## config.mk

```make
export PLATFORM = sky130hd
export DESIGN_NAME = acc_calc
export DESIGN_NICKNAME = d
export VERILOG_FILES = /design/src/rtl/acc_calc_pkg.sv /design/src/rtl/acc_calc_seq_divider.sv /design/src/rtl/acc_calc.sv
export SDC_FILE = /design/constraint.sdc
export NUM_CORES = 1
export LEC_CHECK = 0
export ABC_AREA = 1
export CAP_MARGIN = 20
export CELL_PAD_IN_SITES_DETAIL_PLACEMENT = 1
export CELL_PAD_IN_SITES_GLOBAL_PLACEMENT = 1
export CORE_MARGIN = 2
export CORE_UTILIZATION = 40
export DETAILED_ROUTE_END_ITERATION = 16
export PLACE_DENSITY_LB_ADDON = 0.1
export SLEW_MARGIN = 20
export SYNTH_ARGS = -nofsm -noshare
export SYNTH_HDL_FRONTEND = slang
export SYNTH_SLANG_ARGS = --single-unit
```

## constraint.sdc

```tcl
create_clock -name clk -period 2.65 [get_ports clk]
set_input_delay 0.3975 -clock clk [delete_from_list [all_inputs] [get_ports clk]]
set_output_delay 0.3975 -clock clk [all_outputs]
set_load 0.02 [all_outputs]
```

## src/rtl/acc_calc_pkg.sv

```systemverilog
// Shared types and constants for the accuracy calculator.
package acc_calc_pkg;

  typedef enum logic [1:0] {
    ACCUM  = 2'd0,
    DIVIDE = 2'd1,
    DONE   = 2'd2
  } state_t;

  localparam int unsigned PCT_SCALE = 100;

  // Dividend must hold correct_cnt * 100, i.e. 7 extra bits over the counter.
  function automatic int unsigned dividend_w(input int unsigned cnt_w);
    return cnt_w + 7;
  endfunction

endpackage

```

## src/rtl/acc_calc_seq_divider.sv

```systemverilog
// Restoring shift-subtract divider, one quotient bit per cycle, MSB first.
module seq_divider #(
  parameter int unsigned DW = 14
) (
  input  logic          clk,
  input  logic          rst_n,
  input  logic          clear,
  input  logic          start,
  input  logic [DW-1:0] dividend,
  input  logic [DW-1:0] divisor,
  output logic          busy,
  output logic          done,
  output logic [DW-1:0] quotient
);

  localparam int unsigned IW = $clog2(DW + 1);

  logic [DW-1:0] rem_q;
  logic [DW-1:0] div_q;
  logic [IW-1:0] iter_q;
  logic [DW:0]   trial;
  logic          fits;
  logic [DW-1:0] rem_nxt;
  logic [DW-1:0] quo_nxt;

  // Quotient bits shift in at the bottom while dividend bits shift out the top.
  always_comb begin
    trial   = {rem_q, quotient[DW-1]};
    fits    = trial >= {1'b0, div_q};
    rem_nxt = fits ? DW'(trial - {1'b0, div_q}) : trial[DW-1:0];
    quo_nxt = {quotient[DW-2:0], fits};
  end

  always_ff @(posedge clk or negedge rst_n) begin
    if (!rst_n) begin
      rem_q    <= '0;
      div_q    <= '0;
      iter_q   <= '0;
      quotient <= '0;
      busy     <= 1'b0;
      done     <= 1'b0;
    end else if (clear) begin
      rem_q    <= '0;
      div_q    <= '0;
      iter_q   <= '0;
      quotient <= '0;
      busy     <= 1'b0;
      done     <= 1'b0;
    end else if (start) begin
      rem_q    <= '0;
      div_q    <= divisor;
      iter_q   <= IW'(DW);
      quotient <= dividend;
      busy     <= 1'b1;
      done     <= 1'b0;
    end else begin
      done <= 1'b0;
      if (busy) begin
        rem_q    <= rem_nxt;
        quotient <= quo_nxt;
        iter_q   <= iter_q - IW'(1);
        if (iter_q == IW'(1)) begin
          busy <= 1'b0;
          done <= 1'b1;
        end
      end
    end
  end

endmodule

```

## src/rtl/acc_calc.sv

```systemverilog
// Thresholds classifier scores, counts correct predictions and reports percent accuracy.
module acc_calc
  import acc_calc_pkg::*;
#(
  parameter int unsigned NUM_SAMPLES = 100,
  parameter int unsigned SCORE_W     = 32,
  parameter logic signed [SCORE_W-1:0] THRESH = SCORE_W'(32'sh0080_0000),
  localparam int unsigned CNT_W = $clog2(NUM_SAMPLES + 1)
) (
  input  logic               clk,
  input  logic               rst_n,
  input  logic               clear,
  input  logic               in_valid,
  output logic               in_ready,
  input  logic [SCORE_W-1:0] in_score,
  input  logic               in_label,
  output logic [CNT_W-1:0]   sample_cnt,
  output logic [CNT_W-1:0]   correct_cnt,
  output logic [7:0]         acc_pct,
  output logic               acc_cal
);

  localparam int unsigned DW = dividend_w(CNT_W);

  state_t        state_q, state_d;
  logic [1:0]    rst_sync_q;
  logic          rst_int_n;
  logic          transfer;
  logic          hit;
  logic          last;
  logic [CNT_W-1:0] correct_nxt;
  logic [DW-1:0] dividend;
  logic          div_busy;
  logic          div_done;
  logic [DW-1:0] quotient;

  // Asynchronous assertion, synchronous release of the internal reset.
  always_ff @(posedge clk or negedge rst_n) begin
    if (!rst_n) rst_sync_q <= 2'b00;
    else        rst_sync_q <= {rst_sync_q[0], 1'b1};
  end
  assign rst_int_n = rst_sync_q[1];

  assign in_ready    = (state_q == ACCUM);
  assign transfer    = in_valid && in_ready && !clear;
  assign hit         = (($signed(in_score) >= THRESH) == in_label);
  assign last        = transfer && (sample_cnt == CNT_W'(NUM_SAMPLES - 1));
  assign correct_nxt = correct_cnt + CNT_W'(hit);
  assign dividend    = DW'(correct_nxt) * DW'(PCT_SCALE);

  seq_divider #(.DW(DW)) u_div (
    .clk      (clk),
    .rst_n    (rst_int_n),
    .clear    (clear),
    .start    (last),
    .dividend (dividend),
    .divisor  (DW'(NUM_SAMPLES)),
    .busy     (div_busy),
    .done     (div_done),
    .quotient (quotient)
  );

  always_ff @(posedge clk or negedge rst_int_n) begin
    if (!rst_int_n) state_q <= ACCUM;
    else            state_q <= state_d;
  end

  always_comb begin
    state_d = state_q;
    if (clear) begin
      state_d = ACCUM;
    end else begin
      case (state_q)
        ACCUM:   if (last) state_d = DIVIDE;
        DIVIDE:  if (div_done && !div_busy) state_d = DONE;
        DONE:    state_d = DONE;
        default: state_d = ACCUM;
      endcase
    end
  end

  // Counters and result registers; clear wins over a same-cycle transfer.
  always_ff @(posedge clk or negedge rst_int_n) begin
    if (!rst_int_n) begin
      sample_cnt  <= '0;
      correct_cnt <= '0;
      acc_pct     <= '0;
      acc_cal     <= 1'b0;
    end else if (clear) begin
      sample_cnt  <= '0;
      correct_cnt <= '0;
      acc_pct     <= '0;
      acc_cal     <= 1'b0;
    end else begin
      if (transfer) begin
        sample_cnt  <= sample_cnt + CNT_W'(1);
        correct_cnt <= correct_nxt;
      end
      if (state_q == DIVIDE && div_done) begin
        acc_pct <= (quotient > DW'(PCT_SCALE)) ? 8'(PCT_SCALE) : quotient[7:0];
        acc_cal <= 1'b1;
      end
    end
  end

endmodule

```

; Word-level counts from Yosys, hierarchy flattened
; Index checks and enable logic that the tools add are counted.
[totals]
ff_bits = 75
elab_cells = 73
input_bits = 37
out_inout_bits = 24
[op_classes]
multipliers = 1
reduce_logical = 13
add_sub_neg = 4
magnitude_cmp = 3
n_eq_ne = 7
muxes = 33
[ops]
columns = cell, n
row1 = $mux 14, 9
row2 = $ge 32x25->1 const B, 1
row3 = $mux 7, 4
row4 = $mux 8, 3
row5 = $ge 15x14->1, 1
row6 = $gt 14x7->1 const B, 1
row7 = $sub 14x14->14, 1
row8 = $mul 7x5->12 const B, 1
row9 = $mux 4, 3
row10 = $mux 1, 10
row11 = $add 7x1->7, 1
row12 = $add 7x1->7 const B, 1
row13 = $eq 7x7->1 const B, 1
row14 = $mux 2, 3
row15 = $pmux 2 s3, 1
row16 = $reduce_bool 2->1, 3
row17 = $logic_and 1x1->1, 5
row18 = $eq 4x1->1 const B, 1
row19 = $sub 4x1->4 const B, 1
row20 = $ne 3x2->1 const B, 1
row21 = $ne 3x3->1 const B, 1
row22 = $reduce_bool 3->1, 1
row23 = $eq 2x1->1 const B, 1
row24 = $eq 2x2->1 const B, 1
row25 = 4 further kinds, 5

; Depth between registers and ports, before layout
; Gate-level depths: netlist of the first run.
[depth]
depth_word = 7
depth_mapped = 22
depth_no_buf = 22

; By module
; From an unflattened synthesis of the first run, not the netlist that was laid out.
[unflattened]
cells_unflattened = 694
hier_area_um2 = 5237.5
[by_module_without_submodules]
columns = mod, area_per_inst_um2, cells_per_inst, instances, seq_area_each_um2
row1 = seq_divider, 3116.7, 422, 1, 1201.2
row2 = acc_calc, 2120.8, 272, 1, 675.6

; Least setup slack after synthesis of the first run
; No wires, ideal clock.
[synth_path]
kind = input port to flip-flop
from = input in_score[30]
to = register u_div.quotient[11]
t_arrival_ps = 3593
slack_ps = -1060
path_stages = 20
path_buffers = 0
required_time_ps = 2533
path_cell_list = nor4_1 > a21oi_1 > xnor2_1 > ha_1 > nand3_1 > xor2_1 > ha_1 > ha_1 > inv_1 > fa_1 > inv_1 > ha_1 > a21oi_1 > nand2_1 > a21oi_1 > nor2_1 > nor2_1 > nand2_1 > nand2_1 > nand2_1
[synth_via]
elab_chain_cells = 6
[synth_rtl]
columns = item, line_no
row1 = from (decl), acc_calc.sv:15  ; input logic [SCORE_W-1:0] in_score,
row2 = $ge 32x25->1, acc_calc.sv:46  ; assign hit = (($signed(in_score) >= THRESH) == in_label);
row3 = $eq 1x1->1, acc_calc.sv:46
row4 = $add 7x1->7, acc_calc.sv:48  ; assign correct_nxt = correct_cnt + CNT_W'(hit);
row5 = $mul 7x5->12, acc_calc.sv:49  ; assign dividend = DW'(correct_nxt) * DW'(PCT_SCALE);
row6 = $mux 14, acc_calc_seq_divider.sv:49  ; end else if (start) begin
row7 = $mux 14, acc_calc_seq_divider.sv:42  ; end else if (clear) begin
row8 = to (signal assigned), acc_calc_seq_divider.sv:53  ; quotient <= dividend;
row9 = to (signal assigned), acc_calc_seq_divider.sv:60  ; quotient <= quo_nxt;
row10 = to (decl), acc_calc_seq_divider.sv:13  ; output logic [DW-1:0] quotient
; No other way between the ends.
; A chain may end at the register's enable or synchronous reset.

; Worst setup path in the final report of the first run
[layout_path]
from = input in_score[27]
to = register u_div.quotient[9]
; Same word-level chain as after synthesis.

==> results.json, run 1 <==
{
  "cts_sinks": 62,
  "dr.pass1.iters": 4,
  "critPathSlowestCell": "fa_1",
  "worstPathCellList": "buf_6 > nor4_4 > a21oi_2 > xnor2_2 > ha_2 > nand3_4 > nand2_2 > inv_1 > ha_1 > ha_1 > inv_2 > fa_1 > inv_2 > ha_4 > a21oi_4 > nand2_2 > buf_4 > xor2_1 > o21ai_1 > o21ai_1",
  "ir_worst_vdd_mv": 0.313,
  "violations": "negative setup slack",
  "hp-class": "in -> async",
  "die_area_um2": 10600,
  "cp.required_ns": 2.90,
  "nFillCells": 1203,
  "first_iter_violations": 79,
  "worst_ep_arrival_time_ns": 3.72,
  "rsz0062_at_grt": "yes",
  "yosys.area.top_type": "dfrtp_1",
  "gr-total-overflow": 0,
  "clk_pin_slew_ns": 0.08,
  "wl_um": 11500,
  "met3_length_um": 210,
  "syn_nets": 580,
  "crit_type": "in -> reg",
  "place_ws_ns": -1.69,
  "tritoncts": "done",
  "layout.cells.most_common_list": "nand2_1 (135), inv_1 (69), dfrtp_1 (61), nor2_1 (39), nand3_1 (32)",
  "syn2layout_area_growth_pct": 35.6,
  "end_kind": "flip-flop",
  "cts-root-buf": "clkbuf_8",
  "final-max-slew-violation-count": 0,
  "htree_levels": 3,
  "portBuffers": 37,
  "ys_seq_elements": 62,
  "initial_core_util_pct": 40.7,
  "clock_latency_ns": 0.35,
  "avgSynthCellArea_um2": 7.78,
  "wl_met1_um": 5360,
  "relSlewSlack_pct": 58.0,
  "core_area_um2": 9640,
  "synthTopCellsByArea": "dfrtp_1 (40%), nand2_1 (13%), ha_1 (12%)",
  "finalPower_w": 0.00247,
  "grtUsageTotal_pct": 22.5,
  "synth_area_um2": 3920,
  "worstSetupStartpointType": "input pin",
  "maxUsedRoutingLayer": "met4",
  "path_buf_inv": 5,
  "dieHeight_um": 103,
  "ys_async_sr_fraction_pct": 100,
  "fin_crit_sh_pct": 131,
  "multi_input_area_um2": 2440,
  "antenna_found_initial": 0,
  "ant_nets": 0,
  "hold_violations": 0,
  "setup_viol": 7,
  "ys_seq_area_share_pct": 39.6,
  "p_leak_nw": 2.63,
  "grt_first_pass_wirelength_um": 18600,
  "cap_violations": 0,
  "fin_nets": 657,
  "drc": 0,
  "synth_cell_types": 32,
  "hold_ws_ns": 0.202,
  "die_width_um": 103,
  "postLayoutSetupSlackWorst_ns": -0.819,
  "vias": 3633,
  "cts_buffers": 9,
  "viasPerCell": 5.05,
  "finalSetupTns_ns": -5.00,
  "power_density_nw_per_um2": 465,
  "place.gp.congestion": 0.801,
  "fin_worst_skew_ns": 0.00724,
  "status": "finished, violations left",
  "antenna_cells": 0,
  "wl_met2_um": 5630,
  "synth_enable_flop_cells": 0,
  "io_pins": 61,
  "core.rowCount": 36,
  "fmax_mhz": 288,
  "synthFlopType": "dfrtp_1",
  "cp_slowest_stage_delay_ns": 0.50,
  "cts_buffer_depth": 2,
  "synth_warnings": 0,
  "regArea_um2": 1550,
  "dp_hpwl_um": 8220,
  "synthCells": 504,
  "grt_pass1_vias": 3893,
  "fin_crit_ns": 3.47,
  "crit_family": "adder cells",
  "layout.cells.most_common": "nand2_1",
  "drive_above_1_share_pct": 19.5,
  "worst_pin_slew_ns": 0.630,
  "netlist.area_leader.share_pct": 39.6,
  "drt-wirelength-per-cell_um": 16.0,
  "grt_start_max_net_pins": 36,
  "crit_path_max_fanout": 3
}
-- repair_timing --
| item | CTS | global route |
|---|---|---|
| endpoints found under the hold margin | 0 | 0 |
| gates resized for setup | 46 | 20 |
| pin swaps | 24 | 29 |
| buffers inserted | 4 | 2 |
| hold buffers | 0 | 0 |
| endpoints found under the setup margin | 8 | 8 |
-- logic make-up after synthesis --
| kind of cell | Yosys count | share of synthesized area (%) |
|---|---|---|
| adders and majority gates | 39 | 12.8 |
| buffers and inverters | 80 | 8.24 |
| DFF | 62 | 39.6 |
| other | 1 | 0.0957 |
| and+or+nand+nor | 236 | 25.6 |
| xor gates and xnor gates | 15 | 3.35 |
| AOI/OAI and AO/OA | 71 | 10.3 |
-- where the power goes --
| group | switching, W | leakage [nW] | total [W] | internal, W |
|---|---|---|---|---|
| Combinational | 0.000309 | 1.68 | 0.000554 | 0.000245 |
| Sequential | 0.0000509 | 0.848 | 0.00104 | 0.000988 |
| Clock | 0.000413 | 0.0972 | 0.000879 | 0.000466 |
-- cell usage after synthesis (7+ instances only) --
library cell    n
nand3_1        36
xor2_1         10
nor3_1          7
a21oi_1        17
nand2_1       140
o21ai_0        29
inv_1          72
o22ai_1         8
o211ai_1        8
dfrtp_1        62
nor2_1         40
ha_1           37
-- per-layer routing --
layer  up-vias  GRT usage [%]
met5         -              0
met2        42           37.9
li1       1777              -
met3        19           2.78
met1      1795           30.1
met4         0           7.69
-- state kept, by name, indices dropped and copies added (netlist names), 2 cells and up --
register,count
acc_pct,8
correct_cnt,7
u_div.quotient,14
u_div.iter_q,4
rst_sync_q,2
u_div.rem_q,14
sample_cnt,7
state_q,2
-- per-stage QoR --
stage / std cells / util [%] / cell area (µm²)
2_1_floorplan: 504 / - / 4150
3_3_place_gp: 698 / 50.9 / 4900
3_5_place_dp: 698 / 50.9 / 4900
4_1_cts: 718 / 53.9 / 5190
5_1_grt: 719 / 55.1 / 5310
6_report: 719 / 55.1 / 5310
-- area by class of cell --
cell class | count | share of cell area (%)
Sequential cell | 62 | 29.2
Clock inverter | 4 | 1.04
Inverter | 73 | 5.16
Timing Repair Buffer | 73 | 12.9
Multi-Input combinational cell | 362 | 45.8
Tap cell | 133 | 3.13
Clock buffer | 12 | 2.73
-- worst paths after layout --
check	slack [ns]	cells past startpoint	end	start
max in group asynchronous	1.75	1	u_div.rem_q[11]$_DFFE_PN0P_	rst_sync_q[1]$_DFF_PN0_
min in group clk	0.36	0	rst_sync_q[1]$_DFF_PN0_	rst_sync_q[0]$_DFF_PN0_
worst min-delay path	0.20	1	rst_sync_q[0]$_DFF_PN0_	rst_n
worst max register to register	-0.49	17	u_div.quotient[9]$_DFFE_PN0P_	correct_cnt[0]$_DFFE_PN0P_
worst min register to register	0.29	0	acc_pct[1]$_DFFE_PN0P_	rst_sync_q[1]$_DFF_PN0_
worst max-delay path	-0.82	20	u_div.quotient[9]$_DFFE_PN0P_	in_score[27]
(Power assumes the default switching activity.)
==> run 2, diff against run 1 <==
--- a/config.mk
+++ b/config.mk
@@ -12,6 +12,7 @@
 export CORE_MARGIN = 2
 export CORE_UTILIZATION = 40
 export DETAILED_ROUTE_END_ITERATION = 16
+export HOLD_SLACK_MARGIN = 0.02
 export PLACE_DENSITY_LB_ADDON = 0.1
 export SLEW_MARGIN = 20
 export SYNTH_ARGS = -nofsm -noshare
==> results of run 2 <==
No change in the layout: final DEF, timing and power equal those of run 1.
==> run 3, diff against run 2 <==
--- a/config.mk
+++ b/config.mk
@@ -13,7 +13,7 @@
 export CORE_UTILIZATION = 40
 export DETAILED_ROUTE_END_ITERATION = 16
 export HOLD_SLACK_MARGIN = 0.02
-export PLACE_DENSITY_LB_ADDON = 0.1
+export PLACE_DENSITY = 0.91
 export SLEW_MARGIN = 20
 export SYNTH_ARGS = -nofsm -noshare
 export SYNTH_HDL_FRONTEND = slang
==> results.json, run 3 (synthesis results as in run 1) <==
{
  "finalSetupTns_ns": -5.94,
  "io_pins": 61,
  "drive_above_1_share_pct": 23.2,
  "ff2ff_path_depth": 15,
  "finalPower_w": 0.00256,
  "first_iter_violations": 206,
  "reg_top3": "u_div.quotient: 14 flops, u_div.rem_q: 14 flops, acc_pct: 8 flops",
  "final_core_util_pct": 56.3,
  "portBuffers": 37,
  "place.gp.congestion": 0.856,
  "cts_sinks": 62,
  "core.rowCount": 36,
  "power_density_nw_per_um2": 472,
  "seqPwrFrac_pct": 41.0,
  "syn2layout_area_growth_pct": 38.5,
  "postCtsHoldBufs": 0,
  "worstSetupStartpointType": "input pin",
  "tritoncts": "done",
  "p_int_w": 0.00170,
  "cts_buffer_depth": 2,
  "dp_hpwl_um": 8980,
  "antenna_found_initial": 0,
  "antenna_cells": 0,
  "dieHeight_um": 103,
  "fin_nets": 662,
  "final-max-slew-violation-count": 0,
  "viasPerCell": 5.42,
  "grtUsageTotal_pct": 25.7,
  "grt-busiest-layer": "met2",
  "fin_crit_sh_pct": 136,
  "clock_latency_ns": 0.37,
  "rsz0062_at_grt": "yes",
  "cp.required_ns": 2.90,
  "r2r-end": "u_div.quotient[9]$_DFFE_PN0P_",
  "hold_violations": 0,
  "dr.pass1.iters": 4,
  "grtUsageMet2_pct": 48.1,
  "wl_um": 14700,
  "switchingPower_w": 0.000864,
  "path_buf_inv": 4,
  "startpoint": "in_score[30]",
  "relSlewSlack_pct": 57.1,
  "worstPathCellList": "buf_8 > nor4_4 > a21oi_2 > xnor2_2 > ha_4 > nand3_4 > xor2_4 > ha_4 > ha_4 > inv_2 > fa_1 > inv_2 > ha_4 > a21oi_2 > nand2_2 > buf_4 > xor2_1 > o21ai_1 > o21ai_1",
  "gr-total-overflow": 0,
  "violations": "negative setup slack",
  "htree_levels": 3,
  "drt-wirelength-per-cell_um": 20.3,
  "worst_ep_arrival_time_ns": 3.85,
  "grt_first_pass_wirelength_um": 20500,
  "die_width_um": 103,
  "p_clk_share_pct": 34.6,
  "hp-class": "in -> async",
  "status": "finished, violations left",
  "grt_start_max_net_pins": 28,
  "critPathSlowestCell": "fa_1",
  "sw_frac_of_total_pct": 33.7,
  "postLayoutSetupSlackWorst_ns": -0.949,
  "crit_top_cell": "ha_4",
  "ant_nets": 0,
  "p_comb_share_pct": 24.4,
  "cts_buffers": 9,
  "fmax_mhz": 278,
  "clk_pin_slew_ns": 0.08,
  "core_area_um2": 9640,
  "r2r-start": "correct_cnt[0]$_DFFE_PN0P_",
  "die_area_um2": 10600,
  "ir_worst_vdd_mv": 0.333,
  "vias": 3922,
  "layout.cells.most_common_list": "nand2_1 (128), inv_1 (65), dfrtp_1 (61), nor2_1 (38), buf_4 (37)",
  "crit_type": "in -> reg",
  "use_met1_pct": 27.7,
  "end_kind": "flip-flop",
  "reg2reg_slack_ns": -0.60,
  "hold_ws_ns": 0.177,
  "cp_slowest_stage_delay_ns": 0.50,
  "crit_family": "adder cells",
  "drc": 0,
  "fin_worst_skew_ns": 0.00880,
  "cap_violations": 0,
  "worst_pin_slew_ns": 0.643,
  "grt.met3_usage_pct": 5.76,
  "fin_crit_ns": 3.60,
  "initial_core_util_pct": 40.7,
  "grt_pass1_vias": 4142,
  "setup_viol": 8,
  "layout.cells.most_common": "nand2_1",
  "p_leak_nw": 2.65,
  "crit_path_max_fanout": 4,
  "cts-root-buf": "clkbuf_8"
}
run 3: changes by cell type in the layout (fill, tap and decap cells not counted), moves of 3 or more:
cell     before  now
buf_12        3    0
inv_1        69   65
inv_2         4    7
ha_1         17   14
nand2_1     135  128
buf_4        30   37
nand2_2       7   13
ha_4         18   23
run 3: how the worst max path moves through the flow:
stage	endpoint	cells after the start
global placement	u_div.quotient[13]$_DFFE_PN0P_	21
finish	u_div.quotient[9]$_DFFE_PN0P_	19
global route	u_div.quotient[11]$_DFFE_PN0P_	21
floorplan	u_div.quotient[13]$_DFFE_PN0P_	20
detailed placement	u_div.quotient[13]$_DFFE_PN0P_	22
CTS	u_div.quotient[13]$_DFFE_PN0P_	21
run 3: repair_timing:
item                                    in CTS  in global routing
endpoints found under the setup margin       8                 13
buffers inserted                             3                  5
gates resized for setup                     53                 42
hold endpoints to repair                     0                  0
pin swaps                                   22                 31
run 3: area by class of cell:
class	count	area, µm²
Clock buffer	11	141
Clock inverter	5	58.8
Fill cell	1153	4210
Inverter	73	277
Multi-Input combinational cell	362	2550
Sequential cell	62	1550
Tap cell	133	166
Timing Repair Buffer	78	684
run 3: worst register-to-register path: stages (launching register included):
cell,delay [ns]
dfrtp_1,0.48
ha_4,0.22
nand3_4,0.12
xor2_4,0.23
ha_4,0.25
ha_4,0.27
inv_2,0.04
fa_1,0.50
inv_2,0.05
ha_4,0.23
a21oi_2,0.14
nand2_2,0.11
buf_4,0.15
xor2_1,0.14
o21ai_1,0.11
o21ai_1,0.09
run 3: per-layer routing:
metal / vias to the layer above / routed length [µm]
met5: - / 0
met4: 0 / 570
met3: 48 / 713
met2: 143 / 7930
met1: 1945 / 5510
li1: 1786 / -
run 3: power groups by stage:
stage	clock network, W	registers, W	logic, W
global route	0.000930	0.00105	0.000651
finish	0.000887	0.00105	0.000626
global placement	0	0.00105	0.000438
detailed placement	0	0.00106	0.000480
floorplan	0	0.00108	0.000230
CTS	0.000876	0.00104	0.000525
run 3: through the flow:
| step | setup slack, ns | instances | instance area [µm²] |
|---|---|---|---|
| after CTS | -0.825 | 719 | 5210 |
| after floorplan | -0.902 | 504 | 4150 |
| final | -0.949 | 724 | 5430 |
| after global placement | -1.45 | 700 | 4880 |
| after detailed placement | -1.66 | 700 | 4880 |
| after global routing | -1.06 | 724 | 5430 |
